File: config.mk
export PLATFORM = sky130hd
export DESIGN_NAME = prng_arbiter
export DESIGN_NICKNAME = d
export VERILOG_FILES = /design/src/rtl/prng_pkg.sv /design/src/rtl/rr_arbiter_n.sv /design/src/rtl/prng_arbiter.sv
export SDC_FILE = /design/constraint.sdc
export NUM_CORES = 1
export LEC_CHECK = 0
export CORE_ASPECT_RATIO = 0.6
export CORE_MARGIN = 4
export CORE_UTILIZATION = 35
export CTS_CLUSTER_DIAMETER = 60
export DETAILED_ROUTE_END_ITERATION = 8
export DONT_BUFFER_PORTS = 1
export PLACE_DENSITY = 0.51
export RECOVER_POWER = 25
export SYNTH_ARGS = -nofsm -noshare
export SYNTH_HDL_FRONTEND = slang
export SYNTH_SLANG_ARGS = --single-unit
File: constraint.sdc
create_clock -name clk -period 2.31 [get_ports clk]
set_input_delay 0.462 -clock clk [delete_from_list [all_inputs] [get_ports clk]]
set_output_delay 0.462 -clock clk [all_outputs]
set_load 0.01 [all_outputs]
File: src/rtl/prng_pkg.sv
// Shared types and constants for the PRNG arbiter slice.
// Holds the scheduler state encoding and the nibble generator's timing facts.
// No ports; imported by prng_arbiter and its consumers.
package prng_pkg;

  localparam int PRNG_NIBBLE_W      = 4;
  localparam int PRNG_WARMUP_CYCLES = 34;  // enabled cycles before the first nibble
  localparam int PRNG_NIBBLE_CYCLES = 4;   // enabled cycles per nibble thereafter

  typedef enum logic [1:0] {
    IDLE    = 2'd0,
    COLLECT = 2'd1,
    DELIVER = 2'd2
  } arb_state_t;

endpackage

File: src/rtl/rr_arbiter_n.sv
// Round-robin picker: one-hot grant of the first set req bit at or after ptr.
// Latency: purely combinational, no state.
// Backpressure: none; the caller decides when a grant is consumed.
// Ports: req[N] requests, ptr start index, grant[N] one-hot, valid = any req.
module rr_arbiter_n #(
  parameter int N  = 4,
  parameter int PW = (N > 1) ? $clog2(N) : 1
) (
  input  logic [N-1:0]  req,
  input  logic [PW-1:0] ptr,
  output logic [N-1:0]  grant,
  output logic          valid
);

  always_comb begin
    int   idx;
    logic found;
    grant = '0;
    valid = |req;
    found = 1'b0;
    idx   = 0;
    for (int i = 0; i < N; i++) begin
      // Walk from ptr upward, wrapping modulo N.
      idx = int'(ptr) + i;
      if (idx >= N) idx = idx - N;
      if (!found && req[idx]) begin
        grant[idx] = 1'b1;
        found      = 1'b1;
      end
    end
  end

endmodule

File: src/rtl/prng_arbiter.sv
// Shares one 4-bit PRNG among N_REQ requesters; packs WORD_NIBBLES nibbles per grant.
// Latency: grant 1 cycle after req in IDLE, then PRNG-bound collection, ack 1 cycle in DELIVER.
// Backpressure: req is a held level; a word whose requester dropped req is discarded.
// Ports: clk/res (sync, active-high); req/ack/rsp_data to consumers; busy; timeout_err;
//        prng_ena/prng_res/prng_dout/prng_done to the shared generator.
// Optional: define PRNG_ARB_TIMEOUT_EN to build the COLLECT watchdog (TIMEOUT_CYCLES).
module prng_arbiter
  import prng_pkg::*;
#(
  parameter int N_REQ          = 4,
  parameter int WORD_NIBBLES   = 2,
  parameter int TIMEOUT_CYCLES = 255
) (
  input  logic                              clk,
  input  logic                              res,
  input  logic [N_REQ-1:0]                  req,
  output logic [N_REQ-1:0]                  ack,
  output logic [PRNG_NIBBLE_W*WORD_NIBBLES-1:0] rsp_data,
  output logic                              busy,
  output logic                              timeout_err,
  output logic                              prng_ena,
  output logic                              prng_res,
  input  logic [PRNG_NIBBLE_W-1:0]          prng_dout,
  input  logic                              prng_done
);

  localparam int W  = PRNG_NIBBLE_W * WORD_NIBBLES;
  localparam int PW = (N_REQ > 1) ? $clog2(N_REQ) : 1;
  localparam int CW = (WORD_NIBBLES > 1) ? $clog2(WORD_NIBBLES) : 1;

  arb_state_t       state;
  logic [PW-1:0]    ptr;
  logic [PW-1:0]    gnt_idx;
  logic [N_REQ-1:0] gnt_oh;
  logic [W-1:0]     word;
  logic [W-1:0]     word_nxt;
  logic [CW-1:0]    nib_cnt;
  logic             done_q;
  logic             res_q;     // stretches prng_res one cycle past reset release
  logic [N_REQ-1:0] arb_gnt;
  logic             arb_vld;
  logic [PW-1:0]    arb_idx;
  logic [PW-1:0]    ptr_nxt;
  logic             nibble_hit;
  logic             last_nib;

  rr_arbiter_n #(.N(N_REQ), .PW(PW)) u_rr (
    .req   (req),
    .ptr   (ptr),
    .grant (arb_gnt),
    .valid (arb_vld)
  );

  always_comb begin
    arb_idx = '0;
    for (int i = 0; i < N_REQ; i++) begin
      if (arb_gnt[i]) arb_idx = PW'(i);
    end
  end

  assign ptr_nxt = (gnt_idx == PW'(N_REQ - 1)) ? '0 : gnt_idx + PW'(1);

  // Rising edge of done only: a level held across a pause must not count twice.
  assign nibble_hit = prng_done && !done_q && (state == COLLECT);
  assign last_nib   = (nib_cnt == CW'(WORD_NIBBLES - 1));
  assign busy       = (state != IDLE);

  always_comb begin
    word_nxt = word;
    word_nxt[PRNG_NIBBLE_W*int'(nib_cnt) +: PRNG_NIBBLE_W] = prng_dout;
  end

`ifdef PRNG_ARB_TIMEOUT_EN
  localparam int TW = $clog2(TIMEOUT_CYCLES + 1);
  logic [TW-1:0] tmo_cnt;
`else
  assign timeout_err = 1'b0;
`endif

  always_ff @(posedge clk) begin
    if (res) begin
      state    <= IDLE;
      ptr      <= '0;
      gnt_idx  <= '0;
      gnt_oh   <= '0;
      word     <= '0;
      nib_cnt  <= '0;
      done_q   <= 1'b0;
      res_q    <= 1'b1;
      ack      <= '0;
      rsp_data <= '0;
      prng_ena <= 1'b0;
      prng_res <= 1'b1;
`ifdef PRNG_ARB_TIMEOUT_EN
      tmo_cnt     <= '0;
      timeout_err <= 1'b0;
`endif
    end else begin
      done_q   <= prng_done;
      res_q    <= 1'b0;
      ack      <= '0;
      prng_res <= res_q;
`ifdef PRNG_ARB_TIMEOUT_EN
      timeout_err <= 1'b0;
`endif
      unique case (state)
        IDLE: begin
          // Hold off while the generator is still being reset.
          if (arb_vld && !prng_res) begin
            gnt_oh   <= arb_gnt;
            gnt_idx  <= arb_idx;
            word     <= '0;
            nib_cnt  <= '0;
            prng_ena <= 1'b1;
            state    <= COLLECT;
`ifdef PRNG_ARB_TIMEOUT_EN
            tmo_cnt  <= '0;
`endif
          end
        end
        COLLECT: begin
          if (nibble_hit) begin
            word <= word_nxt;
`ifdef PRNG_ARB_TIMEOUT_EN
            tmo_cnt <= '0;
`endif
            if (last_nib) begin
              // ack and data land together in the DELIVER cycle.
              rsp_data <= word_nxt;
              ack      <= gnt_oh & req;
              prng_ena <= 1'b0;
              state    <= DELIVER;
            end else begin
              nib_cnt <= nib_cnt + CW'(1);
            end
          end
`ifdef PRNG_ARB_TIMEOUT_EN
          else if (tmo_cnt == TW'(TIMEOUT_CYCLES - 1)) begin
            timeout_err <= 1'b1;
            prng_ena    <= 1'b0;
            prng_res    <= 1'b1;
            ptr         <= ptr_nxt;
            state       <= IDLE;
          end else begin
            tmo_cnt <= tmo_cnt + TW'(1);
          end
`endif
        end
        DELIVER: begin
          ptr   <= ptr_nxt;
          state <= IDLE;
        end
        default: state <= IDLE;
      endcase
    end
  end

endmodule

==> metrics.cfg <==
[global_route]
overflow = 0
grt_pass1_wl_mm = 5.016
grt_max_degree = 28
grt_use_total_pct = 12.35
use_met3_pct = 6.744
antenna_found_initial = 0
grt_pass1_vias = 963
grt.busiest_layer = met1
use_met1_pct = 17.20
use_met2_pct = 15.16

[placed_design]
placed_area_mm2 = 0.001524
placed_cells = 203
dp_slack_ns = 0.01666
place_hpwl_mm = 2.322
portBuffers = 0
place.gp.congestion = 0.8510

[power]
power_frac_seq_pct = 50.5
combinationalPowerShare_pct = 7.0
leakagePower_uw = 0.0006070
ir_worst_vdd_mv = 0.2902
power_frac_clock_pct = 42.5
p_int_uw = 859.4
power-per-cell-area_mw_per_mm2 = 673.2
power.switching_uw = 252.4
p_sw_share_pct = 22.70
total_power_uw = 1112

[sta]
fin_crit_ns = 2.256
finalSetupViolCount = 0
tightestPinTransition_ns = 0.5567
finClkSkew_ns = 0.007661
final.period_utilization_pct = 97.67
final_max_slew_viol_count = 0
clock.fmax_ghz = 0.4432
rsz0062_at_grt = true
finalHoldViolCount = 0
finalWorstSetupSlack_ns = 0.05385
relSlewSlack_pct = 62.68

[synthesis]
yosys-top-cells-count = dfxtp_1 (31), nand2_1 (21), a21oi_1 (15)
synth-edff-count = 0
synthArstFlopShare_pct = 0
yosysSeqAreaShare_pct = 42.07
yosysUniqueCellTypes = 40
ys_ff_latch = 31
synth_top_area_cell = dfxtp_1
netlist_area_mm2 = 0.001475
synth_cells = 149
synth_top_cell_area_share_pct = 42.07
syn_area_per_cell_um2 = 9.900
synth_flop_cell = dfxtp_1
yosysWarningCount = 0
yosysMostFrequentCell = dfxtp_1
syn_nets = 169
synthTopCellsByArea = dfxtp_1 (42%), ha_1 (7.6%), mux4_2 (6.1%), nand2_1 (5.3%), a21oi_1 (5.1%)

[routing]
dr_total_vias = 1083
drt_iter0_markers = 139
dr.pass1.iters = 4
viasPerCell = 5.108
drc_errors = 0
wl_per_cell_um = 15.39
wirelength_mm = 3.262
ant_nets = 0

[layout]
area_delta_synth_final_pct = 11.96
postLayoutCellArea_mm2 = 0.001652
n_antenna_cell = 0
n_fill_cell = 376
drive_above_1_share_pct = 24.52
finalNonFillerCells = 212
fin_util_pct = 42.90
fin_nets = 174

[worst_setup_path]
critPathLaunch = ptr[1]
cp-start-kind = register
r2r_cells = 7
r2r-start = ptr[1]
cp-end-kind = register
crit_type = register to register
worstPathArrival_ns = 2.46
cp_max_fo = 6
worstPathRequired_ns = 2.51

[clock_tree]
cts_tree = yes
cts_buffers = 5
cts_max_level = 2
clkSinkCount = 31
cts_buffer_depth = 2
clk_pin_slew_ns = 0.07
cts_root_buf = clkbuf_8
insertion_delay_ns = 0.28

[floorplanning]
die_w_um = 91.81
io_pins = 27
coreArea_mm2 = 0.003850
fp.dieArea_mm2 = 0.005351
placementRows = 17
start_util_pct = 38.32
fp.dieH_um = 58.29

[job]
cap_violations = 0

[hold_path]
hold_depth = 0
hold_start = res
min_path_type = input port to register

[status]
status = completed

-- cell type report --
cell class                      count  area (um2)  share of cell area, %
Sequential cell                    31       623.1                  37.73
Inverter                            3       13.76                 0.8333
Clock inverter                      1       7.507                 0.4545
Multi-Input combinational cell    107       794.5                  48.11
Tap cell                           57       71.32                  4.318
Timing Repair Buffer                6       45.04                  2.727
Clock buffer                        7       96.34                  5.833
-- routing by layer --
| layer | vias to the layer above | wire (um) |
|---|---|---|
| met5 | - | 0 |
| met4 | 0 | 37 |
| met3 | 4 | 343 |
| met2 | 54 | 1277 |
| met1 | 495 | 1604 |
| li1 | 530 | - |
-- cell usage in the layout, fill, tap and decap left out, types with 2 or more instances in the layout --
master	count
or2_2	2
nor3_1	4
mux4_2	4
and3_1	4
dfxtp_1	29
nor3_2	2
a22oi_1	2
nor2b_1	2
ha_1	8
nor2b_2	2
nand3b_1	3
a21oi_1	15
nor2_1	12
nand2_1	21
buf_4	6
mux2i_1	3
dfxtp_2	2
clkbuf_8	7
a211oi_2	3
-- power by group through the flow --
stage	sequential, uW	clock (uW)	combinational (uW)
5_1_grt	562	519	84.3
2_1_floorplan	570	0	73.2
6_report	561	473	78.0
3_5_place_dp	573	0	75.2
4_1_cts	561	485	77.4
3_3_place_gp	573	0	73.0
-- state kept, by name, summed over array words and instances (netlist names), 2 cells and up --
| register | cells |
|---|---|
| rsp_data | 8 |
| ack | 4 |
| gnt_oh | 4 |
| word | 4 |
| gnt_idx | 2 |
| ptr | 2 |
| state | 2 |
-- kinds of logic after synthesis --
kind of cell,after synthesis,synth area share (%)
flip-flops,31,42.07
other,1,0.2542
buffers and inverters,11,4.919
AND/OR/NAND/NOR,63,24.51
adder cells (fa/ha/maj),9,7.634
multiplexers,7,8.143
AO/OA/AOI/OAI,27,12.47
-- worst max-delay path, stage by stage (launching register included) --
cell and delay (ns):
dfxtp_2 0.35, inv_4 0.05, ha_4 0.27, mux4_2 0.59, nor4b_4 0.35, and2_2 0.21, o211ai_1 0.12, a211oi_2 0.24
-- stage by stage --
stage	setup TNS, ns	hold slack (ns)
floorplan	0	0.3895
detailed placement	0	0.3928
global placement	0	0.4052
CTS	0	0.1987
global route	-0.03903	0.1865
finish	0	0.2089
-- what timing repair did --
item                                    in CTS  in global routing
buffers inserted                             1                  0
gates cloned                                 0                  0
resized for setup                            0                  5
hold endpoints to repair                     0                  0
hold buffers                                 0                  0
endpoints found under the setup margin       1                  4
pin swaps                                    0                  4
-- final timing paths --
path | to | slack (ns)
max | gnt_idx[0] | 0.05
min | res_q | 0.21
max reg2reg | gnt_idx[0] | 0.05
min reg2reg | prng_res | 0.41
(Power assumes the default switching activity.)
